## config.mk

```make
export PLATFORM = sky130hd
export DESIGN_NAME = seg7_scan_driver
export DESIGN_NICKNAME = d
export VERILOG_FILES = /design/src/rtl/seg7_pkg.sv /design/src/rtl/seg7_scan_timer.sv /design/src/rtl/seg7_scan_driver.sv
export SDC_FILE = /design/constraint.sdc
export NUM_CORES = 1
export LEC_CHECK = 0
export ABC_CLOCK_PERIOD_IN_PS = 2500
export BUFFER_PORTS_ARGS = -buffer_cell sky130_fd_sc_hd__buf_2
export CAP_MARGIN = 20
export CORE_MARGIN = 2
export CORE_UTILIZATION = 25
export DETAILED_ROUTE_END_ITERATION = 6
export GPL_TIMING_DRIVEN = 1
export PLACE_DENSITY = 0.37
export SLEW_MARGIN = 15
export SYNTH_ARGS = -nofsm -noshare
export SYNTH_HDL_FRONTEND = slang
export SYNTH_HIERARCHICAL = 1
export SYNTH_SLANG_ARGS = --single-unit
```

## constraint.sdc

```tcl
create_clock -name clk -period 2.5 [get_ports clk]
set_input_delay 0.5 -clock clk [delete_from_list [all_inputs] [get_ports clk]]
set_output_delay 0.5 -clock clk [all_outputs]
set_load 0.005 [all_outputs]
```

## src/rtl/seg7_pkg.sv

```systemverilog
// rtl/seg7_pkg.sv - segment codes and hex decoder for the scanned 7-segment driver
package seg7_pkg;

  localparam logic [6:0] SEG_0   = 7'h3F;
  localparam logic [6:0] SEG_1   = 7'h06;
  localparam logic [6:0] SEG_2   = 7'h5B;
  localparam logic [6:0] SEG_3   = 7'h4F;
  localparam logic [6:0] SEG_4   = 7'h66;
  localparam logic [6:0] SEG_5   = 7'h6D;
  localparam logic [6:0] SEG_6   = 7'h7D;
  localparam logic [6:0] SEG_7   = 7'h07;
  localparam logic [6:0] SEG_8   = 7'h7F;
  localparam logic [6:0] SEG_9   = 7'h6F;
  localparam logic [6:0] SEG_A   = 7'h77;
  localparam logic [6:0] SEG_B   = 7'h7C;
  localparam logic [6:0] SEG_L   = 7'h38;
  localparam logic [6:0] SEG_D   = 7'h5E;
  localparam logic [6:0] SEG_E   = 7'h79;
  localparam logic [6:0] SEG_R   = 7'h50;
  localparam logic [6:0] SEG_OFF = 7'h00;

  // Nibbles C and F map to the calculator's L and r glyphs.
  function automatic logic [6:0] hex_to_seg(input logic [3:0] h);
    case (h)
      4'h0:    hex_to_seg = SEG_0;
      4'h1:    hex_to_seg = SEG_1;
      4'h2:    hex_to_seg = SEG_2;
      4'h3:    hex_to_seg = SEG_3;
      4'h4:    hex_to_seg = SEG_4;
      4'h5:    hex_to_seg = SEG_5;
      4'h6:    hex_to_seg = SEG_6;
      4'h7:    hex_to_seg = SEG_7;
      4'h8:    hex_to_seg = SEG_8;
      4'h9:    hex_to_seg = SEG_9;
      4'hA:    hex_to_seg = SEG_A;
      4'hB:    hex_to_seg = SEG_B;
      4'hC:    hex_to_seg = SEG_L;
      4'hD:    hex_to_seg = SEG_D;
      4'hE:    hex_to_seg = SEG_E;
      default: hex_to_seg = SEG_R;
    endcase
  endfunction

endpackage

```

## src/rtl/seg7_scan_timer.sv

```systemverilog
// rtl/seg7_scan_timer.sv - slot prescaler, digit index, frame pulse and blink phase
module seg7_scan_timer #(
  parameter int NUM_DIGITS   = 4,
  parameter int CLK_DIV      = 50000,
  parameter int BLINK_FRAMES = 64
) (
  input  logic                          clk,
  input  logic                          rst_n,
  output logic                          slot_start,
  output logic [$clog2(NUM_DIGITS)-1:0] idx,
  output logic                          frame_done,
  output logic                          blink_phase
);
  localparam int PW = $clog2(CLK_DIV);
  localparam int IW = $clog2(NUM_DIGITS);
  localparam int BW = $clog2(BLINK_FRAMES + 1);

  logic [PW-1:0] presc;
  logic [BW-1:0] blink_cnt;
  logic          term;

  assign term       = (presc == PW'(CLK_DIV - 1));
  assign slot_start = (presc == '0);

  always_ff @(posedge clk or negedge rst_n) begin
    if (!rst_n) begin
      presc       <= '0;
      idx         <= '0;
      frame_done  <= 1'b0;
      blink_cnt   <= '0;
      blink_phase <= 1'b1;
    end else begin
      presc      <= term ? '0 : presc + 1'b1;
      frame_done <= 1'b0;
      if (term) begin
        if (idx == IW'(NUM_DIGITS - 1)) begin
          idx        <= '0;
          frame_done <= 1'b1;
          // Blink counts whole frames so the phase only flips between frames.
          if (blink_cnt == BW'(BLINK_FRAMES - 1)) begin
            blink_cnt   <= '0;
            blink_phase <= ~blink_phase;
          end else begin
            blink_cnt <= blink_cnt + 1'b1;
          end
        end else begin
          idx <= idx + 1'b1;
        end
      end
    end
  end

endmodule

```

## src/rtl/seg7_scan_driver.sv

```systemverilog
// rtl/seg7_scan_driver.sv - multiplexed N-digit 7-segment driver with blanking and blink
module seg7_scan_driver
  import seg7_pkg::*;
#(
  parameter int NUM_DIGITS     = 4,
  parameter int CLK_DIV        = 50000,
  parameter int BLINK_FRAMES   = 64,
  parameter int SEG_ACTIVE_LOW = 1,
  parameter int AN_ACTIVE_LOW  = 1
) (
  input  logic                    clk,
  input  logic                    rst_n,
  input  logic                    load,
  input  logic [4*NUM_DIGITS-1:0] digits_in,
  input  logic [NUM_DIGITS-1:0]   dp_in,
  input  logic [NUM_DIGITS-1:0]   blank_in,
  input  logic                    lz_blank_en,
  input  logic                    blink_en,
  output logic [6:0]              seg,
  output logic                    dp,
  output logic [NUM_DIGITS-1:0]   an,
  output logic                    frame_done
);
  localparam int                    IW      = $clog2(NUM_DIGITS);
  localparam logic [6:0]            SEG_INV = (SEG_ACTIVE_LOW != 0) ? 7'h7F : 7'h00;
  localparam logic                  DP_INV  = (SEG_ACTIVE_LOW != 0);
  localparam logic [NUM_DIGITS-1:0] AN_INV  = (AN_ACTIVE_LOW != 0) ? '1 : '0;

  logic [4*NUM_DIGITS-1:0] sh_digits;
  logic [NUM_DIGITS-1:0]   sh_dp;
  logic [NUM_DIGITS-1:0]   sh_blank;
  logic                    loaded;

  logic          slot_start;
  logic [IW-1:0] idx;
  logic          blink_phase;

  seg7_scan_timer #(
    .NUM_DIGITS  (NUM_DIGITS),
    .CLK_DIV     (CLK_DIV),
    .BLINK_FRAMES(BLINK_FRAMES)
  ) u_timer (
    .clk        (clk),
    .rst_n      (rst_n),
    .slot_start (slot_start),
    .idx        (idx),
    .frame_done (frame_done),
    .blink_phase(blink_phase)
  );

  always_ff @(posedge clk or negedge rst_n) begin
    if (!rst_n) begin
      sh_digits <= '0;
      sh_dp     <= '0;
      sh_blank  <= '1;
      loaded    <= 1'b0;
    end else if (load) begin
      sh_digits <= digits_in;
      sh_dp     <= dp_in;
      sh_blank  <= blank_in;
      loaded    <= 1'b1;
    end
  end

  // lz_zero[k] is set when every nibble from the top down to k is zero.
  logic [NUM_DIGITS-1:0] lz_zero;
  logic                  zero_above;
  always_comb begin
    lz_zero    = '0;
    zero_above = 1'b1;
    for (int k = NUM_DIGITS - 1; k >= 1; k--) begin
      zero_above = zero_above & (sh_digits[4*k +: 4] == 4'h0);
      lz_zero[k] = zero_above;
    end
  end

  logic [3:0]            cur_nib;
  logic                  dark;
  logic [NUM_DIGITS-1:0] an_hi;
  logic [6:0]            seg_hi;
  logic                  dp_hi;

  assign cur_nib = sh_digits[{idx, 2'b00} +: 4];
  assign dark    = slot_start | sh_blank[idx] | (lz_blank_en & lz_zero[idx])
                 | (blink_en & ~blink_phase);
  // Anodes stay fully off until something has been loaded.
  assign an_hi   = (slot_start | ~loaded) ? '0 : (NUM_DIGITS'(1) << idx);
  assign seg_hi  = dark ? SEG_OFF : hex_to_seg(cur_nib);
  assign dp_hi   = ~dark & sh_dp[idx];

  always_ff @(posedge clk or negedge rst_n) begin
    if (!rst_n) begin
      seg <= SEG_INV;
      dp  <= DP_INV;
      an  <= AN_INV;
    end else begin
      seg <= seg_hi ^ SEG_INV;
      dp  <= dp_hi ^ DP_INV;
      an  <= an_hi ^ AN_INV;
    end
  end

endmodule

```

# [After elaboration in Yosys (flattened, before gate mapping)]
# Memories as Yosys holds them, arrays and structs flattened.
# Cells that the tools add are included.
[word_totals] regBits=64 romBits=112 inputBits=29 word_cells=56 n_memories=1
[memory_table] name="(name not given)" depth=16 width=7 read_ports=1 rd_clocked_by_memory_dff=0 wr=0 line="seg7_pkg.sv:24" rtl="case (h)"
[classes] addsub=3 n_lt_le_gt_ge=1 n_eq_ne=3 n_shift=2 mux=13 bitwise_logic=15 reduce_logical=6
[ops] cell="$add A16 B1 Y16 const B" n=1
[ops] cell="$eq A16 B16 Y1 const B" n=1
[ops] cell="$logic_not A16 Y1" n=1
[ops] cell="$mux W16" n=1
[ops] cell="$shiftx A16 B5 Y4" n=1
[ops] cell="$mux W7" n=2
[ops] cell="$logic_not A4 Y1" n=3
[ops] cell="$add A7 B1 Y7 const B" n=1
[ops] cell="$eq A7 B6 Y1 const B" n=1
[ops] cell="$not A7 Y7" n=1
[ops] cell="$bmux W1 S2" n=3
[ops] cell="$and A1 B1 Y1" n=5
[ops] cell="$mux W1" n=5
[ops] cell="$mux W4" n=1
[ops] cell="$not A1 Y1" n=4
[ops] cell="$not A4 Y4" n=1
[ops] cell="$or A1 B1 Y1" n=4
[ops] cell="$shl A1 B2 Y4 const A" n=1
[ops] cell="$lt A2 B3 Y1 const B" n=1
[ops] cell="$reduce_and A3 Y1" n=1
[ops] cell="$add A2 B1 Y2 const B" n=1
[ops] cell="$eq A2 B2 Y1 const B" n=1
[ops] cell="$mux W2" n=1
[ops] cell="$reduce_and A2 Y1" n=1

# [Logic depth before layout (Yosys ltp)]
# Gate-level depths: netlist (run 1).
[logic_depth] depth_word=11 mapped_depth=8 ltp_nobuf=8

# [Hierarchy]
# The synthesis (run 1) kept the hierarchy.
[by_module_without_submodules] mod="seg7_scan_driver" n_inst=1 cells_each=127 area_each_um2=1746.7 seq_area_each_um2=945.9
[by_module_without_submodules] mod="seg7_scan_timer" n_inst=1 cells_each=124 area_each_um2=1338.8 seq_area_each_um2=676.9

# [Worst setup path before layout (run 1)]
# Ideal clock, no wire load.
[synth_path] path_kind="register -> register" startpoint="register u_timer.presc[5]" endpoint="register u_timer.idx[0]" setup_ns=0.125 arrival_time_ns=2.137 required_time_ns=2.375 path_slack_ns=0.238 path_stages_with_launch=6 synth_period_minus_slack_ns=2.262 cell_sequence="dfrtp_1 or4_4 or4_4 nor4_4 buf_6 mux2_4"
[synth_via] elab_chain_cells=1
[synth_rtl] element="start: declaration" line="seg7_scan_timer.sv:18" rtl="logic [PW-1:0] presc;"
[synth_rtl] element="start signal: assignment" line="seg7_scan_timer.sv:33" rtl="presc <= term ? '0 : presc + 1'b1;"
[synth_rtl] element="$eq A16 B16 Y1" line="seg7_scan_timer.sv:22" rtl="assign term = (presc == PW'(CLK_DIV - 1));"
[synth_rtl] element="end signal: assignment" line="seg7_scan_timer.sv:47" rtl="idx <= idx + 1'b1;"
[synth_rtl] element="end: declaration" line="seg7_scan_timer.sv:10" rtl="output logic [$clog2(NUM_DIGITS)-1:0] idx,"
# Every way passes these cells.
# A chain may end at the register's enable or synchronous reset.

# [Worst setup path after layout (run 1)]
[layout_path] startpoint="register u_timer.presc[10]" endpoint="register u_timer.idx[1]"
# Same word-level chain as after synthesis.

==> results.json, run 1 <==
{
  "status": "completed",
  "antenna_found_initial": 0,
  "grt_pass1_vias": 2082,
  "critPathMaxFanout": 5,
  "dp_slack_ps": 243,
  "synth_area_um2": 3090,
  "grt_first_pass_wirelength_um": 11000,
  "gp_congestion": 0.730,
  "cpPeakStageDelay_ps": 550,
  "fin_total_pwr_mw": 2.46,
  "cp_common_cell": "or4_4",
  "cap_violations": 0,
  "h-tree-depth": 3,
  "syn-num-nets": 290,
  "max_freq_mhz": 445,
  "drtIter0Drc": 70,
  "dr_wl_met2_um": 3170,
  "routedLengthMet1_um": 2920,
  "clock_latency_ps": 330,
  "grt_max_degree": 65,
  "fill_cells": 1269,
  "postCtsHoldBufs": 0,
  "ys_ff_latch": 64,
  "ir_drop_v": 0.000286,
  "synthMuxAreaShare": 0.153,
  "cts_inserted_buffers": 9,
  "critPathBufInv": 0,
  "cts_setup_buffers": 0,
  "routed_wl_um": 6480,
  "die_h_um": 115,
  "synth_ff_type": "dfrtp_1",
  "syn_area_per_cell_um2": 12.3,
  "rsz0062_at_grt": "no",
  "yosys_warnings": 6,
  "ios": 42,
  "period_needed_ps": 2250,
  "p_leak_nw": 1.58,
  "hpwl_um": 4510,
  "synth_top_family_by_area": "simple AND/OR/NAND/NOR gates",
  "cts_tree": "built",
  "clk_pin_slew_ps": 50,
  "grt_overflow": 0,
  "route.vias.total": 2027,
  "synthAdderAreaFrac": 0.0406,
  "port_buffers": 41,
  "area_delta_synth_final_pct": 21.1,
  "synth-edff-count": 0,
  "synth-simple-area-share": 0.157,
  "rows": 40,
  "wl_met3_um": 250,
  "routedWlPerCell_um": 14.4,
  "whs_ps": 184,
  "synthCells": 251,
  "final.period_utilization": 0.899,
  "drive_above_1_share": 0.391,
  "r2r_start": "u_timer/presc[10]",
  "ys_types": 45,
  "post_cts_resize_count": 0,
  "finClkSkew_ps": 6.66,
  "final_util": 0.311,
  "finalHoldViolCount": 0,
  "setup_viol": 0,
  "power_density_nw_per_um2": 658,
  "min_path_type": "primary input to async pin",
  "path_delay_family": "simple AND/OR/NAND/NOR gates",
  "clk_path_buf_depth": 2,
  "drc_errors": 0,
  "worstPathArrival_ps": 2460,
  "synth-xor-area-share": 0.0483,
  "final.setup.tns_ps": 0,
  "timing.final.ws_setup_ps": 252,
  "startpoint_type": "flop",
  "slowest_stage": "or4_4",
  "die_area_um2": 13200,
  "tightest_slew_ps": 612,
  "initial_utilization": 0.257,
  "fp.dieW_um": 115,
  "ant_nets": 0,
  "ys_seq_area_frac": 0.526,
  "synth_compound_area_frac": 0.0466,
  "crit_required_ps": 2710,
  "cts-root-buf": "clkbuf_16",
  "startpoint": "u_timer/presc[10]",
  "viasPerCell": 4.51,
  "diodes": 0,
  "cp_cell_sequence": "or4_4, or4_4, nor4_4, mux2_2",
  "drtPass1Iterations": 4,
  "finalMaxSlewViolations": 0,
  "crit_type": "flop to flop",
  "core-area_um2": 12000,
  "clock_sinks": 64,
  "slew_headroom": 0.592,
  "routed.top_layer": "met4",
  "cp-end-kind": "flop",
  "track_usage": 0.111,
  "nets": 337,
  "synthArstFlopShare": 1.00
}
## layer usage
metal	vias up	global-route usage
li1	991	-
met1	997	0.127
met2	32	0.187
met3	7	0.0374
met4	0	0.0506
met5	-	0
## path summary, 6_finish.rpt
| path | end | slack (ps) | depth (start not counted) |
|---|---|---|---|
| worst min-delay path | sh_digits[15] | 180 | 2 |
| worst max-delay path | u_timer/idx[1] | 250 | 4 |
| worst max register to register | u_timer/idx[1] | 250 | 4 |
| worst min register to register | an[3] | 480 | 1 |
| max in group asynchronous | seg[1] | 1990 | 2 |
| min in group clk | sh_digits[7] | 390 | 3 |
## stage by stage
step / cells / instance area, um2
2_1_floorplan: 251 / 3090
3_3_place_gp: 434 / 3470
3_5_place_dp: 434 / 3470
4_1_cts: 449 / 3740
5_1_grt: 449 / 3740
6_report: 449 / 3740
## final cells by class
| cell class | count | area [um2] | area share |
|---|---|---|---|
| flip-flops and latches | 64 | 1620 | 0.434 |
| multi-input cells | 170 | 1380 | 0.368 |
| clock buffers | 14 | 264 | 0.0707 |
| repair buffers | 47 | 263 | 0.0703 |
| well taps | 147 | 184 | 0.0492 |
| inverters | 6 | 22.5 | 0.00603 |
| clock inverters | 1 | 5.00 | 0.00134 |
## cell families after synthesis
logic type | after synthesis
and+or+nand+nor | 87
DFF | 64
muxes | 35
AOI/OAI and AO/OA | 21
xor gates and xnor gates | 17
buffers and inverters | 17
adders and majority gates | 10
## worst register-to-register path, stage by stage (launching register included)
cell and delay (ps):
dfrtp_1 420, or4_4 550, or4_4 450, nor4_4 340
mux2_2 370
## synth_stat cells (all sizes together), types with 7 or more instances
cell type | number | area (um2)
nor2 | 15 | 56.3
mux2 | 28 | 323
nand2 | 21 | 78.8
nand3 | 14 | 70.1
nor4 | 7 | 73.8
dfstp | 17 | 447
clkbuf | 7 | 26.3
xnor2 | 13 | 114
ha | 10 | 125
dfrtp | 47 | 1180
## sequential cells by signal, summed over array words and instances, names as in the netlist
name	cells
an	4
dp	1
loaded	1
seg	7
sh_blank	4
sh_digits	16
sh_dp	4
u_timer/blink_cnt	7
u_timer/blink_phase	1
u_timer/frame_done	1
u_timer/idx	2
u_timer/presc	16
## where the power goes
part           total [mW]  switching, mW  internal, mW  leakage, nW
logic               0.199         0.0978         0.102        0.678
registers            1.13         0.0294          1.10        0.771
clock network        1.13          0.411         0.717        0.133
total                2.46          0.538          1.92         1.58
## layout by cell type (no fill, tap or decap), types with 2 or more instances in the layout
| cell type | n |
|---|---|
| a21o_1 | 2 |
| a21oi_1 | 2 |
| and3_1 | 3 |
| buf_2 | 41 |
| buf_4 | 5 |
| clkbuf_1 | 3 |
| clkbuf_16 | 9 |
| clkbuf_8 | 2 |
| dfrtp_1 | 47 |
| dfstp_2 | 17 |
| ha_1 | 10 |
| inv_1 | 6 |
| mux2_2 | 26 |
| mux2_4 | 2 |
| mux4_2 | 5 |
| nand2_1 | 21 |
| nand2b_1 | 2 |
| nand3_1 | 14 |
| nand4_1 | 6 |
| nor2_1 | 15 |
| nor2b_1 | 2 |
| nor3_1 | 5 |
| nor4_1 | 5 |
| nor4_4 | 2 |
| o211ai_1 | 3 |
| o21a_1 | 2 |
| o21ai_0 | 5 |
| o221ai_1 | 2 |
| or2_2 | 2 |
| or4_4 | 2 |
| xnor2_1 | 13 |
| xor2_1 | 4 |
Power figures use the tool's default switching activity.
==> inputs of run 2 (changes only) <==
--- a/config.mk
+++ b/config.mk
@@ -5,14 +5,14 @@
 export SDC_FILE = /design/constraint.sdc
 export NUM_CORES = 1
 export LEC_CHECK = 0
-export ABC_CLOCK_PERIOD_IN_PS = 2500
+export ABC_CLOCK_PERIOD_IN_PS = 2050
 export BUFFER_PORTS_ARGS = -buffer_cell sky130_fd_sc_hd__buf_2
 export CAP_MARGIN = 20
 export CORE_MARGIN = 2
 export CORE_UTILIZATION = 25
 export DETAILED_ROUTE_END_ITERATION = 6
 export GPL_TIMING_DRIVEN = 1
-export PLACE_DENSITY = 0.37
+export PLACE_DENSITY = 0.39
 export SLEW_MARGIN = 15
 export SYNTH_ARGS = -nofsm -noshare
 export SYNTH_HDL_FRONTEND = slang
==> constraint.sdc (replaced) <==
create_clock -name clk -period 2.05 [get_ports clk]
set_input_delay 0.41 -clock clk [delete_from_list [all_inputs] [get_ports clk]]
set_output_delay 0.41 -clock clk [all_outputs]
set_load 0.005 [all_outputs]
==> results.json, run 2 (synthesis results as in run 1) <==
{
  "power_density_nw_per_um2": 865,
  "period_needed_ps": 2050,
  "die_area_um2": 13200,
  "final_cell_mix": "dfrtp_1, buf_2, mux2_2",
  "cts-root-buf": "clkbuf_16",
  "clock_sinks": 64,
  "grt_first_pass_wirelength_um": 11200,
  "cpPeakStageDelay_ps": 530,
  "finClkSkew_ps": 7.14,
  "final.setup.tns_ps": 0,
  "track_usage": 0.110,
  "ir_drop_v": 0.000337,
  "crit_type": "flop to flop",
  "clk_pin_slew_ps": 60,
  "slew_headroom": 0.607,
  "diodes": 0,
  "reg_top3": "sh_digits x16, u_timer/presc x16",
  "grt_pass1_vias": 2160,
  "cap_violations": 0,
  "final_common_cell": "dfrtp_1",
  "rows": 40,
  "routed_wl_um": 6780,
  "dr_wl_met2_um": 3110,
  "h-tree-depth": 3,
  "r2r_slack_ps": 4,
  "routed.top_layer": "met4",
  "max_freq_mhz": 489,
  "wl_met3_um": 259,
  "critPathMaxFanout": 3,
  "r2r-end": "u_timer/idx[1]",
  "drtIter0Drc": 87,
  "clock_latency_ps": 330,
  "p_leak_nw": 1.72,
  "grt_max_degree": 27,
  "port_buffers": 41,
  "route.vias.total": 2150,
  "drtPass1Iterations": 4,
  "fin_total_pwr_mw": 3.45,
  "final.period_utilization": 0.998,
  "worstPathArrival_ps": 2260,
  "tightest_slew_ps": 590,
  "crit_required_ps": 2260,
  "antenna_found_initial": 0,
  "r2r_cells": 4,
  "finalHoldViolCount": 0,
  "cp_cell_sequence": "or4_4, or4_4, nor4_4, mux2_4",
  "drive_above_1_share": 0.444,
  "setup_viol": 0,
  "slowest_stage": "or4_4",
  "drc_errors": 0,
  "critPathBufInv": 0,
  "r2r_start": "u_timer/presc[13]",
  "initial_utilization": 0.257,
  "rsz0062_at_grt": "yes",
  "area_delta_synth_final_pct": 29.1,
  "status": "completed",
  "min_path_type": "primary input to async pin",
  "startpoint_type": "flop",
  "grt_overflow": 0,
  "fp.dieW_um": 115,
  "clk_path_buf_depth": 2,
  "postCtsHoldBufs": 0,
  "cts_tree": "built",
  "core-area_um2": 12000,
  "cts_inserted_buffers": 9,
  "die_h_um": 115,
  "ios": 42,
  "fill_cells": 1258,
  "routedWlPerCell_um": 14.5,
  "cp-end-kind": "flop",
  "cp_common_cell": "or4_4",
  "ant_nets": 0,
  "viasPerCell": 4.60,
  "routedLengthMet1_um": 3350,
  "nets": 354,
  "finalMaxSlewViolations": 0,
  "hpwl_um": 4820,
  "path_delay_family": "simple AND/OR/NAND/NOR gates",
  "gp_congestion": 0.730
}
run 2: layout make-up:
cell class / count / area [um2] / share of cell area
well taps: 147 / 184 / 0.0462
clock inverters: 7 / 125 / 0.0314
multi-input cells: 170 / 1400 / 0.351
flip-flops and latches: 64 / 1620 / 0.408
inverters: 6 / 22.5 / 0.00565
repair buffers: 64 / 407 / 0.102
clock buffers: 9 / 225 / 0.0565
run 2: what timing repair did:
item                                    in CTS  in global routing
endpoints found under the setup margin       1                 27
buffers inserted                             0                  1
gates cloned                                 0                  1
hold endpoints to repair                     0                  0
resized for setup                            1                  4
pin swaps                                    0                  2
run 2: worst max-delay path by stage:
stage                                 start              to  slack, ps  cells after the start
after floorplan           u_timer/presc[10]  u_timer/idx[0]        -80                      5
after global placement    u_timer/presc[13]  u_timer/idx[1]        -20                      4
after detailed placement  u_timer/presc[13]  u_timer/idx[1]        -30                      4
after CTS                 u_timer/presc[13]  u_timer/idx[0]        -20                      4
after global routing      u_timer/presc[10]  u_timer/idx[1]        -60                      4
final                     u_timer/presc[13]  u_timer/idx[1]          4                      4
run 2: worst reg2reg max path, stage by stage, from the launching register on:
cell and delay, ps:
dfrtp_1 370, or4_4 530, or4_4 460, nor4_4 240
mux2_4 330
run 2: per-layer routing:
| layer | global-route usage | vias up |
|---|---|---|
| met5 | 0 | - |
| met4 | 0.0458 | 0 |
| met3 | 0.0290 | 6 |
| met2 | 0.158 | 33 |
| met1 | 0.158 | 1083 |
| li1 | - | 1028 |
run 2: metrics by stage:
step                      worst slack, ps  hold slack [ps]  cell area [um2]  utilization  std cells
after floorplan                     -81.9              114             3090            -        251
after global placement              -19.6              433             3600        0.300        449
after detailed placement            -29.4              440             3600        0.300        449
after CTS                           -17.8             92.7             3960        0.329        465
after global routing                -60.2              114             3980        0.332        467
final                                3.66             73.8             3980        0.332        467
run 2: report_power, final:
group	internal [mW]	switching, mW
registers	1.34	0.0349
logic	0.134	0.123
clock network	1.20	0.610
total	2.68	0.769
==> inputs of run 3 (changes only) <==
--- a/config.mk
+++ b/config.mk
@@ -10,9 +10,10 @@
 export CAP_MARGIN = 20
 export CORE_MARGIN = 2
 export CORE_UTILIZATION = 25
+export CTS_CLUSTER_DIAMETER = 150
 export DETAILED_ROUTE_END_ITERATION = 6
 export GPL_TIMING_DRIVEN = 1
-export PLACE_DENSITY = 0.39
+export PLACE_DENSITY_LB_ADDON = 0.25
 export SLEW_MARGIN = 15
 export SYNTH_ARGS = -nofsm -noshare
 export SYNTH_HDL_FRONTEND = slang
==> results.json, run 3 (synthesis results as in run 1) <==
{
  "status": "complete, but fails checks",
  "violations": "setup timing",
  "fp.dieW_um": 115,
  "clock_sinks": 64,
  "gp_congestion": 0.784,
  "cp_common_cell": "or4_4",
  "drive_above_1_share": 0.437,
  "power_frac_comb": 0.080,
  "slew_headroom": 0.608,
  "nets": 352,
  "max_freq_mhz": 483,
  "clock_latency_ps": 320,
  "postCtsHoldBufs": 0,
  "reg_top3": "sh_digits x16, u_timer/presc x16",
  "setup_viol": 2,
  "finClkSkew_ps": 6.00,
  "routedWlPerCell_um": 13.7,
  "internal_power_mw": 2.48,
  "port_buffers": 41,
  "p_clk_frac": 0.484,
  "grt_overflow": 0,
  "cp_cell_sequence": "or4_4, or4_4, nor4_4, mux2_4",
  "timing.final.ws_setup_ps": -20.2,
  "cpPeakStageDelay_ps": 540,
  "p_seq_frac": 0.436,
  "routed_wl_um": 6370,
  "initial_utilization": 0.257,
  "drtPass1Iterations": 4,
  "cap_violations": 0,
  "rows": 40,
  "power_density_nw_per_um2": 813,
  "viasPerCell": 4.57,
  "switching_share": 0.215,
  "r2r-end": "u_timer/idx[0]",
  "crit_required_ps": 2250,
  "startpoint": "u_timer/presc[13]",
  "fin_total_pwr_mw": 3.16,
  "route.vias.total": 2124,
  "ios": 42,
  "min_path_type": "primary input to async pin",
  "crit_type": "flop to flop",
  "ir_drop_v": 0.000396,
  "finalHoldViolCount": 0,
  "final.period_utilization": 1.01,
  "slowest_stage": "or4_4",
  "antenna_found_initial": 0,
  "period_needed_ps": 2070,
  "p_sw_uw": 681,
  "finalMaxSlewViolations": 0,
  "startpoint_type": "flop",
  "die_area_um2": 13200,
  "clk_path_buf_depth": 2,
  "worstPathArrival_ps": 2270,
  "core-area_um2": 12000,
  "track_usage": 0.104,
  "cts-root-buf": "clkbuf_16",
  "final_util": 0.324,
  "cts_inserted_buffers": 9,
  "clk_pin_slew_ps": 60,
  "cp-end-kind": "flop",
  "final_common_cell": "dfrtp_1",
  "die_h_um": 115,
  "grt_first_pass_wirelength_um": 10800,
  "grt_pass1_vias": 2167,
  "drc_errors": 0,
  "grt_max_degree": 40,
  "tightest_slew_ps": 588,
  "r2r_slack_ps": -20,
  "h-tree-depth": 3,
  "diodes": 0,
  "r2r_start": "u_timer/presc[13]",
  "hpwl_um": 4630,
  "critPathMaxFanout": 3,
  "final_cell_mix": "dfrtp_1, buf_2, mux2_2",
  "ant_nets": 0,
  "drtIter0Drc": 111,
  "area_delta_synth_final_pct": 26.1,
  "cp-endpoint": "u_timer/idx[0]",
  "cts_tree": "built",
  "r2r_cells": 4,
  "rsz0062_at_grt": "yes",
  "p_leak_nw": 1.66
}
-- run 3: layer usage --
metal | up-vias | track usage | wire [um]
met4 | 0 | 0.0482 | 99
li1 | 1026 | - | -
met1 | 1054 | 0.148 | 3170
met5 | - | 0 | 0
met3 | 7 | 0.0206 | 241
met2 | 37 | 0.154 | 2860
-- run 3: stage by stage --
| step | instance area (um2) | setup slack, ps | std cells | setup TNS [ps] | hold slack [ps] |
|---|---|---|---|---|---|
| finish | 3890 | -20.2 | 465 | -38.2 | 87.4 |
| global route | 3890 | -84.8 | 465 | -798 | 120 |
| CTS | 3880 | -17.6 | 465 | -33.6 | 95.3 |
| detailed placement | 3570 | -32.2 | 448 | -32.2 | 443 |
| global placement | 3570 | -16.1 | 448 | -16.1 | 435 |
| floorplan | 3090 | -81.9 | 251 | -81.9 | 114 |
-- run 3: critical path, delay by kind of cell, from the launching register on --
| kind | cells | cell delay (ps) |
|---|---|---|
| simple gates | 3 | 1260 |
| flops | 1 | 370 |
| mux | 1 | 330 |
-- run 3: worst min-delay path by stage --
stage / to / slack [ps] / depth (start not counted)
5_1_grt: sh_digits[4] / 120 / 2
3_5_place_dp: sh_dp[0] / 440 / 2
4_1_cts: sh_dp[0] / 100 / 2
2_1_floorplan: loaded / 110 / 0
3_3_place_gp: sh_dp[0] / 430 / 2
6_report: sh_dp[0] / 90 / 2
-- run 3: layout make-up --
cell class	instances	area, um2
fillers	1242	8120
flip-flops and latches	64	1620
multi-input cells	170	1390
repair buffers	62	367
clock buffers	14	264
well taps	147	184
clock inverters	2	37.5
inverters	6	22.5
-- run 3: repair_timing --
item,4_1_cts,5_1_grt
resized for setup,1,5
setup buffers,1,0
hold endpoints to repair,0,0
endpoints found under the setup margin,4,24
-- run 3: power by group through the flow --
stage	Clock (mW)	Sequential (mW)	Combinational [mW]
2_1_floorplan	0	1.39	0.154
3_3_place_gp	0	1.40	0.254
3_5_place_dp	0	1.40	0.258
4_1_cts	1.58	1.38	0.259
5_1_grt	1.64	1.39	0.289
6_report	1.53	1.38	0.253
